`config.mk`:
```
export PLATFORM = sky130hd
export DESIGN_NAME = bcd_timer_ctrl
export DESIGN_NICKNAME = d
export VERILOG_FILES = /design/src/rtl/bcd_timer_pkg.sv /design/src/rtl/bcd_digit.sv /design/src/rtl/bcd_timer_ctrl.sv
export SDC_FILE = /design/constraint.sdc
export NUM_CORES = 1
export LEC_CHECK = 0
export ABC_AREA = 1
export CAP_MARGIN = 20
export CORE_MARGIN = 4
export CORE_UTILIZATION = 42
export DETAILED_ROUTE_END_ITERATION = 7
export HOLD_SLACK_MARGIN = 0.06
export MAX_ROUTING_LAYER = met4
export PLACE_DENSITY = 0.79
export SLEW_MARGIN = 20
export SYNTH_ARGS = -nofsm -noshare
export SYNTH_HDL_FRONTEND = slang
export SYNTH_SLANG_ARGS = --single-unit
```
`constraint.sdc`:
```
create_clock -name clk -period 1.8 [get_ports clk]
set_clock_uncertainty 0.2 [all_clocks]
set_input_delay 0.18 -clock clk [delete_from_list [all_inputs] [get_ports clk]]
set_output_delay 0.18 -clock clk [all_outputs]
set_load 0.01 [all_outputs]
```
`src/rtl/bcd_timer_pkg.sv`:
```
// Shared types and constants for the BCD timer: FSM states, BCD digit type,
// and a digit-legality helper.
package bcd_timer_pkg;

  typedef enum logic [1:0] {
    IDLE = 2'd0,
    RUN  = 2'd1,
    DONE = 2'd2
  } state_t;

  typedef logic [3:0] bcd_digit_t;

  localparam bcd_digit_t BCD_MAX = 4'd9;

  function automatic logic digit_ok(input bcd_digit_t d);
    return (d <= BCD_MAX);
  endfunction

endpackage

```
`src/rtl/bcd_digit.sv`:
```
// One BCD decade: sync clear wins over increment, wraps 9 -> 0, carry flags 9.
module bcd_digit
  import bcd_timer_pkg::*;
(
  input  logic       clk,
  input  logic       rstn,
  input  logic       clr,
  input  logic       inc,
  output bcd_digit_t digit,
  output logic       carry
);

  bcd_digit_t digit_q, digit_d;

  always_comb begin
    digit_d = digit_q;
    if (clr) begin
      digit_d = '0;
    end else if (inc) begin
      digit_d = (digit_q == BCD_MAX) ? '0 : digit_q + 4'd1;
    end
  end

  always_ff @(posedge clk or negedge rstn) begin
    if (!rstn) begin
      digit_q <= '0;
    end else begin
      digit_q <= digit_d;
    end
  end

  assign digit = digit_q;
  assign carry = (digit_q == BCD_MAX);

endmodule

```
`src/rtl/bcd_timer_ctrl.sv`:
```
// Cascaded BCD timer with IDLE/RUN/DONE control and a valid/ready event.
// Optional tick prescaler enabled by defining BCD_TIMER_CTRL_PRESCALE_EN.
module bcd_timer_ctrl
  import bcd_timer_pkg::*;
#(
  parameter int NDIG       = 4,
  parameter int PRESCALE_W = 8
) (
  input  logic                  clk,
  input  logic                  rstn,
  input  logic                  start,
  input  logic                  stop,
  input  logic                  clear,
  input  logic                  periodic,
  input  logic [4*NDIG-1:0]     tc_bcd,
`ifdef BCD_TIMER_CTRL_PRESCALE_EN
  input  logic [PRESCALE_W-1:0] prescale,
`endif
  output logic [4*NDIG-1:0]     cnt_bcd,
  output logic                  busy,
  output logic                  evt_valid,
  input  logic                  evt_ready,
  output logic                  overrun
);

  state_t              state_q, state_d;
  logic [4*NDIG-1:0]   tc_q, tc_d;
  logic                per_q, per_d;
  logic                evt_q, evt_d;
  logic                ovr_q, ovr_d;
  logic                cnt_clr, cnt_inc, tick, match, tc_ok;
  logic [NDIG-1:0]     carry, inc_en, dig_ok;

`ifdef BCD_TIMER_CTRL_PRESCALE_EN
  logic [PRESCALE_W-1:0] psc_q, psc_d;
  assign tick = (state_q == RUN) && (psc_q == prescale);
`else
  assign tick = (state_q == RUN);
`endif

  genvar gi;
  generate
    for (gi = 0; gi < NDIG; gi++) begin : g_dig
      assign dig_ok[gi] = digit_ok(tc_bcd[4*gi +: 4]);
      // A digit advances only when every lower digit sits at 9.
      if (gi == 0) begin : g_lsd
        assign inc_en[gi] = cnt_inc;
      end else begin : g_upper
        assign inc_en[gi] = cnt_inc & (&carry[gi-1:0]);
      end
      bcd_digit u_digit (
        .clk   (clk),
        .rstn  (rstn),
        .clr   (cnt_clr),
        .inc   (inc_en[gi]),
        .digit (cnt_bcd[4*gi +: 4]),
        .carry (carry[gi])
      );
    end
  endgenerate

  assign tc_ok = (&dig_ok) && (|tc_bcd);
  assign match = (cnt_bcd == tc_q);

  always_comb begin
    state_d = state_q;
    tc_d    = tc_q;
    per_d   = per_q;
    evt_d   = evt_q & ~evt_ready;
    ovr_d   = 1'b0;
    cnt_clr = 1'b0;
    cnt_inc = 1'b0;
`ifdef BCD_TIMER_CTRL_PRESCALE_EN
    psc_d   = ((state_q == RUN) && !tick) ? psc_q + 1'b1 : '0;
`endif
    if (clear) begin
      state_d = IDLE;
      evt_d   = 1'b0;
      cnt_clr = 1'b1;
`ifdef BCD_TIMER_CTRL_PRESCALE_EN
      psc_d   = '0;
`endif
    end else if (stop && (state_q == RUN)) begin
      state_d = IDLE;
`ifdef BCD_TIMER_CTRL_PRESCALE_EN
      psc_d   = '0;
`endif
    end else if (start && !stop && (state_q == IDLE) && tc_ok) begin
      tc_d    = tc_bcd;
      per_d   = periodic;
      cnt_clr = 1'b1;
      state_d = RUN;
`ifdef BCD_TIMER_CTRL_PRESCALE_EN
      psc_d   = '0;
`endif
    end else begin
      case (state_q)
        RUN: begin
          if (tick) begin
            if (match) begin
              // A match with an unacknowledged event is reported, not queued.
              cnt_clr = 1'b1;
              evt_d   = 1'b1;
              ovr_d   = evt_q & ~evt_ready;
              if (!per_q) state_d = DONE;
            end else begin
              cnt_inc = 1'b1;
            end
          end
        end
        DONE: begin
          if (evt_q && evt_ready) state_d = IDLE;
        end
        IDLE: ;
        default: state_d = IDLE;
      endcase
    end
  end

  always_ff @(posedge clk or negedge rstn) begin
    if (!rstn) begin
      state_q <= IDLE;
      tc_q    <= '0;
      per_q   <= 1'b0;
      evt_q   <= 1'b0;
      ovr_q   <= 1'b0;
    end else begin
      state_q <= state_d;
      tc_q    <= tc_d;
      per_q   <= per_d;
      evt_q   <= evt_d;
      ovr_q   <= ovr_d;
    end
  end

`ifdef BCD_TIMER_CTRL_PRESCALE_EN
  always_ff @(posedge clk or negedge rstn) begin
    if (!rstn) psc_q <= '0;
    else       psc_q <= psc_d;
  end
`endif

  assign busy      = (state_q != IDLE);
  assign evt_valid = evt_q;
  assign overrun   = ovr_q;

endmodule

```
# After elaboration in Yosys (flattened, before gate mapping)
# Index checks and enable logic that the tools add are counted.
dict set report totals {
  elab_cells 93
  reg_bits 37
  output_inout_bits 19
}
dict set report classes {
  n_mux 39
  n_bitwise 7
  magnitude_cmp 4
  addsub 4
  n_reduce_logical 19
  n_eq_ne 11
}
# cell count
set op_table {}
lappend op_table {{4-bit 2-to-1 mux} 12}
lappend op_table {{1-bit 2-to-1 mux} 20}
lappend op_table {{4-bit by 1-bit adder with 4-bit output (second input constant)} 4}
lappend op_table {{16-bit == test} 1}
lappend op_table {{4-bit == test (second input constant)} 4}
lappend op_table {{4-bit <= comparator (second input constant)} 4}
lappend op_table {{16-bit OR reduction} 1}
lappend op_table {{2-bit 2-to-1 mux} 6}
lappend op_table {{2-bit nonzero test} 5}
lappend op_table {{4-bit AND reduction} 2}
lappend op_table {{1-bit logical AND} 6}
lappend op_table {{2-bit case mux with 3 select lines} 1}
lappend op_table {{3-bit AND reduction} 2}
lappend op_table {{5-bit by 2-bit != test with 1-bit output (second input constant)} 1}
lappend op_table {{5-bit by 3-bit != test with 1-bit output (second input constant)} 1}
lappend op_table {{5-bit != test (second input constant)} 1}
lappend op_table {{1-bit bitwise AND} 4}
lappend op_table {{4-bit by 3-bit != test with 1-bit output (second input constant)} 1}
lappend op_table {{1-bit inverter} 3}
lappend op_table {{2-bit by 1-bit == test with 1-bit output (second input constant)} 1}
lappend op_table {{2-bit == test (second input constant)} 1}
lappend op_table {{2-bit logical NOT} 1}
lappend op_table {{2-bit AND reduction} 1}
lappend op_table {{1-bit logical NOT} 1}

# Longest topological paths before layout
# Gate-level depths: netlist of run 1.
dict set report depth {
  word_depth 10
  depth_mapped 12
}

# Hierarchy
# Synthesis of run 1 repeated with hierarchy kept, for this count alone.
dict set report hier_totals {
  hier_cells 366
  hier_area_um2 2508.7
}
# module area_per_inst_um2 n_inst cells_each
set by_module_without_submodules {}
lappend by_module_without_submodules {bcd_timer_ctrl 1442.6 1 210}
lappend by_module_without_submodules {bcd_digit 266.5 4 39}

# Worst setup path after synthesis of run 1
# No wires, ideal clock.
dict set report synth_timing {
  path_kind {reg-to-reg}
  startpoint {register state_q[1]}
  endpoint {register per_q}
  required_time_ps 1472
  stages_incl_launch_ff 8
  path_buffers 1
  setup_ps 128
  arrival_ps 1426
  slack_ps 47
  cell_sequence {dfrtp_1 > nor2_1 > nand2_1 > nand2_1 > inv_1 > nand3_1 > buf_2 > mux2_1}
}
dict set report synth_via {
  elab_chain_len 4
  word_cells_on_any_way 7
}
# element line_no
set synth_lines {}
lappend synth_lines {{from (decl)} bcd_timer_ctrl.sv:26} ;# state_t state_q, state_d;
lappend synth_lines {{from (signal assigned)} bcd_timer_ctrl.sv:128} ;# state_q <= state_d;
lappend synth_lines {{2-bit by 1-bit == test with 1-bit output or 2-bit logical NOT (tied branches)} {bcd_timer_ctrl.sv:83, bcd_timer_ctrl.sv:88}}
lappend synth_lines {{1-bit logical AND, on equally long branches} {bcd_timer_ctrl.sv:83, bcd_timer_ctrl.sv:88}}
lappend synth_lines {{1-bit inverter (no source line) or 1-bit logical AND (tied branches)} --}
lappend synth_lines {{3-bit AND reduction (no source line) (*)} --}
lappend synth_lines {{to (signal assigned)} bcd_timer_ctrl.sv:130} ;# per_q <= per_d;
lappend synth_lines {{to (decl)} bcd_timer_ctrl.sv:28} ;# logic per_q, per_d;
# Mark *: on every way between the ends. The rest lies on a longest branch, timed or not.
# A chain may end at the register's enable or synchronous reset.

# Worst setup path after layout of run 1
dict set report layout_timing {
  startpoint {register tc_q[8]}
  endpoint {register g_dig[2].u_digit.digit_q[1]}
}
dict set report layout_via {
  elab_chain_len 8
  word_cells_on_any_way 14
}
# element line_no
set layout_lines {}
lappend layout_lines {{from (decl)} bcd_timer_ctrl.sv:27} ;# logic [4*NDIG-1:0] tc_q, tc_d;
lappend layout_lines {{from (signal assigned)} bcd_timer_ctrl.sv:129} ;# tc_q <= tc_d;
lappend layout_lines {{16-bit == test (*)} bcd_timer_ctrl.sv:63} ;# assign match = (cnt_bcd == tc_q);
lappend layout_lines {{1-bit 2-to-1 mux} bcd_timer_ctrl.sv:100} ;# if (match) begin
lappend layout_lines {{1-bit 2-to-1 mux} bcd_timer_ctrl.sv:97} ;# case (state_q)
lappend layout_lines {{1-bit 2-to-1 mux} bcd_timer_ctrl.sv:88} ;# end else if (start && !stop && (state_q == IDLE) && tc_ok) begin
lappend layout_lines {{1-bit 2-to-1 mux} bcd_timer_ctrl.sv:83} ;# end else if (stop && (state_q == RUN)) begin
lappend layout_lines {{1-bit 2-to-1 mux} bcd_timer_ctrl.sv:76} ;# if (clear) begin
lappend layout_lines {{1-bit bitwise AND} bcd_timer_ctrl.sv:49} ;# assign inc_en[gi] = cnt_inc & (&carry[gi-1:0]);
lappend layout_lines {{2-bit nonzero test (no source line)} --}
lappend layout_lines {{to (signal assigned)} bcd_digit.sv:28} ;# digit_q <= digit_d;
lappend layout_lines {{to (decl)} bcd_digit.sv:13} ;# bcd_digit_t digit_q, digit_d;
# Marks and branches as above.

==> results of run 1 <==
[worst paths after layout]
check,to,slack [ps],cells after the start
worst max-delay path,g_dig[2].u_digit.digit[1],-100,12
worst min-delay path,tc_q[1],150,2
worst max register to register,g_dig[2].u_digit.digit[1],-100,12
worst min register to register,per_q,330,1
max in group asynchronous,tc_q[4],790,3
min in group clk,tc_q[12],260,3
[placed cells by master (no fill, tap or decap), types with 3 or more instances in the layout]
cell and instances:
nand2_1 76, inv_1 44, buf_4 40, dfrtp_1 37, clkdlybuf4s50_1 35, nor2_1 32
nand2_2 21, nand3_1 15, nand4_1 14, o21ai_1 14, inv_2 8, xor2_1 7
buf_6 7, nor2_2 6, ha_1 6, o21ai_0 5, clkbuf_8 5, dlymetal6s2s_1 5
nand3_2 4, a21oi_1 3, o21ai_2 3, a21oi_2 3
[final cells by class]
class / instances / area share [%]
Clock buffer: 5 / 1.95
Clock inverter: 3 / 1.95
Inverter: 54 / 5.89
Multi-Input combinational cell: 226 / 36.9
Sequential cell: 37 / 26.2
Tap cell: 70 / 2.48
Timing Repair Buffer: 92 / 24.6
[per-layer routing]
layer,GRT usage (%),vias to the layer above,wire (µm)
li1,-,1206,-
met1,26.2,1117,2900
met2,32.4,74,3350
met3,3.15,26,343
met4,6.31,0,181
met5,-,-,0
[cells by family (layout without fill, tap and decap cells)]
logic type / Yosys count / after routing / synth area share (%)
xor+xnor: 8 / 8 / 3.03
simple gates: 181 / 181 / 36.2
buf+inv: 59 / 154 / 10.0
mux: 3 / 3 / 1.46
fa+ha+maj: 6 / 6 / 3.24
flops: 37 / 37 / 40.0
compound gates: 28 / 28 / 6.05
[stage by stage]
step	TNS (ps)	cells	setup slack, ps
floorplan	0	322	46.7
global placement	-7090	469	-279
detailed placement	-7660	469	-334
CTS	-31.7	482	-13.3
global route	-3840	487	-216
finish	-1170	487	-103
[power groups by stage]
stage	Combinational (mW)	Clock [mW]	Sequential (mW)
2_1_floorplan	0.280	0	0.990
3_3_place_gp	0.402	0	1.01
3_5_place_dp	0.416	0	1.02
4_1_cts	0.439	0.894	1.00
5_1_grt	0.577	0.927	1.03
6_report	0.517	0.884	1.01
[repair_timing]
action / 4_1_cts / 5_1_grt
endpoints found under the hold margin: 37 / 0
gates resized for setup: 7 / 70
setup endpoints to repair: 23 / 39
hold buffers: 1 / 0
gates cloned: 1 / 1
pin swaps: 5 / 14
buffers inserted: 3 / 4
[worst max-delay path: stages (launching register included)]
cell and delay [ps]:
dfrtp_1 420, inv_1 60, nand2_1 50, nand2_1 70, nor2_1 160, nand2_1 120, nor2_4 140, nand3_2 110
nand2_2 90, nand2_4 70, buf_6 130, nand4_1 90, nand2_1 80
[flip-flops by register name, summed over array words and instances (netlist names)]
register and count:
evt_valid 1, overrun 1, state_q 2, g_dig.u_digit.digit 16
per_q 1, tc_q 16
==> results.cfg, run 1 <==
[run_status]
status = finished with violations
failed_checks = negative setup slack

[synthesis]
syn_avg_cell_area_um2 = 7.19
synth_edf_count = 0
netlist.area_leader.share_pct = 40.0
yosysWarnings = 0
yosys.area.top_type = dfrtp_1
synth_commonest_cells = nand2_1 (96), inv_1 (48), dfrtp_1 (37)
yosysMostFrequentCell = nand2_1
yosysSeqAreaShare_pct = 40.0
synth_area_leaders = dfrtp_1 (40%), nand2_1 (16%), inv_1 (7.8%), nor2_1 (5.8%), o21ai_0 (4.5%)
synth_cells = 322
synth_seq_cells = 37
synth_area_um2 = 2310
ys.flop_type = dfrtp_1
synth_cell_type_count = 29
synthArstFlopShare_pct = 100
syn-num-nets = 351

[final_layout]
num_antenna_cells = 0
layout-drive-gt1-share_pct = 28.8
multi_input_area_um2 = 1300
nFillCells = 400
design_area_um2 = 3530
fin_nets = 445
seqCellArea_um2 = 926
syn_to_final_growth_pct = 52.4
fin_util_pct = 67.4

[pwr]
peakVddDrop_uv = 508
intPower_mw = 1.72
switching_share_pct = 28.8
seqPwrFrac_pct = 42.0
p_per_area_nw_per_um2 = 685
p_leak_nw = 1.84
p_sw_mw = 0.697
power_frac_clock_pct = 36.6
combPwrFrac_pct = 21.4
power_mw = 2.42

[sta]
final.min_clock_period_ps = 1900
drv_slew = 0
fin_ws_ps = -103
slew_headroom_pct = 71.3
whs_ps = 155
setup_viol = 18
rsz0062_at_grt = true
finalHoldViolCount = 0
period_share_pct = 106
tightest_slew_ps = 431
max_freq_mhz = 526

[detailed_routing]
wl_per_cell_um = 13.9
finalWirelength_um = 6770
postRouteAntennaNets = 0
drt_iter0_markers = 206
vias_per_cell = 4.98
dr.pass1.iters = 5
num_vias = 2423
post-route-drc-count = 0

[clocking]
cts_sinks = 37
h-tree-depth = 2
clk_latency_ps = 290
clockBufferDepth = 2
numCtsBuffers = 5
clockRootBuffer = clkbuf_8
clk_pin_slew_ps = 80
cts_tree = done

[global_route]
antenna_found_initial = 0
grt_pass1_vias = 2246
grt_overflow = 0
grt_usage_pct = 20.2
grt_max_degree = 22
grt_pass1_wl_um = 10300

[place]
gp_congestion = 0.943
port_buffers = 41
placed_cell_area_um2 = 3100
dpl.hpwl_um = 4440

[floorplanning]
die_area_um2 = 6760
die_h_um = 82.2
coreArea_um2 = 5240
pin_count = 42
initial_utilization_pct = 44.2
die_w_um = 82.2
row_count = 26

[run]
drv_cap = 0

[worst_setup_path]
end_kind = register
path_max_fanout = 5
crit_required_ps = 1780
crit_type = reg -> reg
cp-startpoint = tc_q[8]
worstSetupStartpointType = register
reg2reg_from = tc_q[8]
worstPathArrival_ps = 1880

[min_path]
hold_class = in -> async
Power figures use the tool's default switching activity.
==> run 2, diff against run 1 <==
--- a/config.mk
+++ b/config.mk
@@ -7,7 +7,6 @@
 export LEC_CHECK = 0
 export ABC_AREA = 1
 export CAP_MARGIN = 20
-export CORE_MARGIN = 4
 export CORE_UTILIZATION = 42
 export DETAILED_ROUTE_END_ITERATION = 7
 export HOLD_SLACK_MARGIN = 0.06
==> results.cfg, run 2 (synthesis results as in run 1) <==
[clocking]
numCtsBuffers = 5
clockRootBuffer = clkbuf_8
clk_latency_ps = 290
h-tree-depth = 2
cts_sinks = 37
cts_tree = done
clk_pin_slew_ps = 70
clockBufferDepth = 2

[worst_setup_path]
cp_cell_sequence = inv_2 -> nand2_1 -> nand2_1 -> nor2_2 -> nand2_2 -> nor2_4 -> nand3_2 -> nand2_2 -> nand2_4 -> buf_2 -> nand4_1 -> nand2_1
r2r_cells = 12
worstSetupStartpointType = register
timing.critical_path.slowest_cell_delay_ps = 400
cp_num_cells = 12
worst-path-buf-inv = 2
path_max_fanout = 5
crit_type = reg -> reg
slowest_stage = dfrtp_1
reg2reg_from = g_dig[0].u_digit.digit[0]
crit_top_cell = nand2_1
worstPathArrival_ps = 1790
cp-startpoint = g_dig[0].u_digit.digit[0]
r2r_end = g_dig[3].u_digit.digit[0]
endpoint = g_dig[3].u_digit.digit[0]
end_kind = register
crit_required_ps = 1790
critPathTopFamily = simple AND/OR/NAND/NOR gates
ff2ff_setup_slack_ps = -4

[sta]
tightest_slew_ps = 239
setup_viol = 4
setup_tns_ps = -12.0
whs_ps = 51.4
max_freq_mhz = 554
final.min_clock_period_ps = 1800
slew_headroom_pct = 84.0
drv_slew = 0
finalHoldViolCount = 0
fin_ws_ps = -4.02
period_share_pct = 100
rsz0062_at_grt = true

[global_route]
grt_pass1_wl_um = 10100
use_met2_pct = 36.5
grt_usage_pct = 22.1
use_met1_pct = 27.3
grt_pass1_vias = 2282
busiest_layer = met2
grt_max_degree = 38
grtUsageMet3_pct = 3.95
antenna_found_initial = 0
grt_overflow = 0

[floorplanning]
die_w_um = 76.2
coreArea_um2 = 5200
pin_count = 42
die_area_um2 = 5810
row_count = 26
initial_utilization_pct = 44.5
die_h_um = 76.2

[final_layout]
final_common_cell = nand2_1
fin_nets = 435
layout-drive-gt1-share_pct = 19.4
num_antenna_cells = 0
fin_util_pct = 62.7
syn_to_final_growth_pct = 41.0
final_cell_mix = nand2_1 (93), inv_1 (47), dfrtp_1 (36), clkdlybuf4s50_1 (36), nor2_1 (35)

[place]
dpl.hpwl_um = 4380
gp_congestion = 0.882
port_buffers = 41

[pwr]
p_sw_mw = 0.618
power_mw = 2.01
seqPwrFrac_pct = 49.9
combPwrFrac_pct = 21.6
peakVddDrop_uv = 391
p_per_area_nw_per_um2 = 617
p_leak_nw = 1.75
power_frac_clock_pct = 28.5
switching_share_pct = 30.7
intPower_mw = 1.40

[detailed_routing]
postRouteAntennaNets = 0
post-route-drc-count = 0
dr.pass1.iters = 4
vias_per_cell = 4.91
wl_per_cell_um = 12.4
finalWirelength_um = 5930
drt_iter0_markers = 190
num_vias = 2343

[run_status]
status = finished with violations
failed_checks = negative setup slack

[min_path]
hold_class = in -> async

[run]
drv_cap = 0
run 2: cell count changes in the layout (fill, tap and decap cells not counted), moves of 4 or more:
| cell | before | now |
|---|---|---|
| buf_4 | 40 | 34 |
| o21ai_1 | 14 | 1 |
| o21ai_0 | 5 | 20 |
| nand2_2 | 21 | 5 |
| nand2_1 | 76 | 93 |
| nor2_2 | 6 | 2 |
run 2: power groups by stage:
stage | clock [mW] | sequential [mW] | combinational [mW]
after global routing | 0.617 | 1.01 | 0.495
after CTS | 0.580 | 1.00 | 0.435
after floorplan | 0 | 0.990 | 0.280
after detailed placement | 0 | 1.01 | 0.418
after global placement | 0 | 1.01 | 0.404
final | 0.573 | 1.00 | 0.435
run 2: worst min path at each step:
stage,endpoint,depth (start not counted)
5_1_grt,g_dig[0].u_digit.digit[2],2
3_5_place_dp,tc_q[12],2
2_1_floorplan,evt_valid,0
3_3_place_gp,per_q,1
6_report,g_dig[0].u_digit.digit[2],2
4_1_cts,g_dig[0].u_digit.digit[2],2
run 2: cell type report:
type / count / area, µm²
fill: 463 / 1940
multi-input combinational: 226 / 1200
sequential: 37 / 927
timing repair buffer: 82 / 759
inverter: 54 / 205
tap: 70 / 87.6
clock buffer: 7 / 76.3
clock inverter: 1 / 7.51
run 2: per-stage QoR:
step	std cells	setup slack, ps	instance area [µm²]
after CTS	474	0.969	3180
after global placement	464	-201	3070
after global routing	477	-129	3260
after detailed placement	464	-279	3070
final	477	-4.02	3260
after floorplan	322	46.7	2310
run 2: worst reg2reg max path: cells and delay by family (launching register included):
kind	cells	cell delay, ps
buf+inv	2	260
flops	1	400
simple gates	10	860
run 2: metal layers:
metal,part of all wire [%],vias up
li1,-,1185
met1,46,1093
met2,49,55
met3,3.9,10
met4,1.7,0
met5,0,-
run 2: what timing repair did:
item / in CTS / in global routing
endpoints found under the hold margin: 0 / 0
setup endpoints to repair: 21 / 38
cloned: 0 / 1
setup buffers: 2 / 2
pin swaps: 4 / 9
gates resized for setup: 6 / 18
hold buffers: 0 / 0
==> run 3, diff against run 2 <==
--- a/config.mk
+++ b/config.mk
@@ -10,8 +10,7 @@
 export CORE_UTILIZATION = 42
 export DETAILED_ROUTE_END_ITERATION = 7
 export HOLD_SLACK_MARGIN = 0.06
-export MAX_ROUTING_LAYER = met4
-export PLACE_DENSITY = 0.79
+export PLACE_DENSITY = 0.76
 export SLEW_MARGIN = 20
 export SYNTH_ARGS = -nofsm -noshare
 export SYNTH_HDL_FRONTEND = slang
==> constraint.sdc (replaced) <==
create_clock -name clk -period 2 [get_ports clk]
set_clock_uncertainty 0.2 [all_clocks]
set_input_delay 0.2 -clock clk [delete_from_list [all_inputs] [get_ports clk]]
set_output_delay 0.2 -clock clk [all_outputs]
set_load 0.01 [all_outputs]
==> results.cfg, run 3 (synthesis results as in run 1) <==
[global_route]
grt_usage_pct = 20.0
antenna_found_initial = 0
grt_max_degree = 38
grt_pass1_wl_um = 9360
grt_overflow = 0
grt_pass1_vias = 2049

[pwr]
peakVddDrop_uv = 392
p_per_area_nw_per_um2 = 639
p_leak_nw = 1.55

[worst_setup_path]
crit_type = reg -> reg
cp_cell_sequence = inv_1 -> nand2_1 -> nand2_1 -> nor2_1 -> nand2_1 -> nor2_4 -> nand3_2 -> nand2_2 -> nand2_2 -> buf_4 -> nand4_1 -> nand2_1
crit_top_cell = nand2_1
end_kind = register
slowest_stage = dfrtp_1
critPathTopFamily = simple AND/OR/NAND/NOR gates
worstSetupStartpointType = register
path_max_fanout = 10
timing.critical_path.slowest_cell_delay_ps = 400
worstPathArrival_ps = 1820
worst-path-buf-inv = 2
crit_required_ps = 1970

[place]
dpl.hpwl_um = 4080
port_buffers = 41
gp_congestion = 0.895
place_ws_ps = -86.3
dp_cells = 446

[sta]
finalHoldViolCount = 0
final.min_clock_period_ps = 1840
period_share_pct = 92.2
fin_ws_ps = 156
slew_headroom_pct = 69.3
setup_viol = 0
rsz0062_at_grt = false
whs_ps = 267
drv_slew = 0
tightest_slew_ps = 460
max_freq_mhz = 542

[floorplanning]
die_area_um2 = 5810
die_w_um = 76.2
coreArea_um2 = 5200
initial_utilization_pct = 44.5
row_count = 26
die_h_um = 76.2
pin_count = 42

[final_layout]
multi_input_area_um2 = 1160
finalNonFillerCells = 455
final_common_cell = nand2_1
final_cell_mix = nand2_1 (96), inv_1 (48), clkdlybuf4s50_1 (40)
layout-drive-gt1-share_pct = 14.3
syn_to_final_growth_pct = 32.1
fin_nets = 413
seqCellArea_um2 = 931
nFillCells = 486
num_antenna_cells = 0

[clocking]
clockBufferDepth = 2
numCtsBuffers = 5
h-tree-depth = 2
clk_pin_slew_ps = 80
cts_sinks = 37
cts_tree = done
clk_latency_ps = 290
clockRootBuffer = clkbuf_8

[run]
drv_cap = 0

[detailed_routing]
num_vias = 2202
post-route-drc-count = 0
postRouteAntennaNets = 0
vias_per_cell = 4.84
drt_iter0_markers = 119
finalWirelength_um = 5270
dr.pass1.iters = 4
wl_per_cell_um = 11.6

[min_path]
hold_class = in -> async

[run_status]
status = finished clean
-- run 3: worst min-delay path: stages --
cell,delay [ps]
dlygate4sd3_1,520
buf_2,90
buf_4,390
-- run 3: path summary, 6_finish.rpt --
kind / start / to / slack (ps) / cells past startpoint
setup / recovery: g_dig[0].u_digit.digit[2] / g_dig[3].u_digit.digit[0] / 160 / 12
hold reg to reg: tc_q[7] / tc_q[7] / 320 / 2
hold / removal: rstn / g_dig[0].u_digit.digit[2] / 270 / 3
min in group clk: tc_bcd[12] / tc_q[12] / 290 / 3
max in group asynchronous: rstn / g_dig[3].u_digit.digit[1] / 970 / 3
setup reg to reg: g_dig[0].u_digit.digit[2] / g_dig[3].u_digit.digit[0] / 160 / 12
-- run 3: through the flow --
stage / area (µm²) / total power, mW / utilization, % / TNS [ps]
final: 3060 / 1.95 / 58.8 / 0
after global routing: 3060 / 2.07 / 58.8 / 0
after global placement: 2910 / 1.26 / 56.0 / -607
after detailed placement: 2910 / 1.27 / 56.0 / -1080
after CTS: 3040 / 1.96 / 58.5 / 0
after floorplan: 2310 / 1.14 / - / 0
-- run 3: layout make-up --
class / count / share of cell area (%)
clock inverter: 2 / 1.23
inverter: 54 / 6.63
timing repair buffer: 60 / 18.1
sequential: 37 / 30.4
clock buffer: 6 / 2.70
multi-input combinational: 226 / 38.0
tap: 70 / 2.86
-- run 3: power breakdown --
part           total [mW]  internal, mW  leakage [nW]  switching, mW
logic               0.367         0.164          1.00          0.203
registers           0.901         0.831         0.491         0.0701
clock network       0.685         0.406        0.0574          0.280
total                1.95          1.40          1.55          0.553
-- run 3: repair_timing --
action | CTS | global route
hold endpoints to repair | 37 | 0
setup buffers | 0 | 0
endpoints found under the setup margin | 0 | 16
hold buffers | 1 | 0
resized for setup | 0 | 6
-- run 3: layer usage --
metal  part of all wire [%]  track usage, %  vias up
met5                      0               0        -
met4                    1.7            7.31        0
met3                    4.5            4.07        7
met2                     46            30.9       54
met1                     48            27.5     1015
li1                       -               -     1126
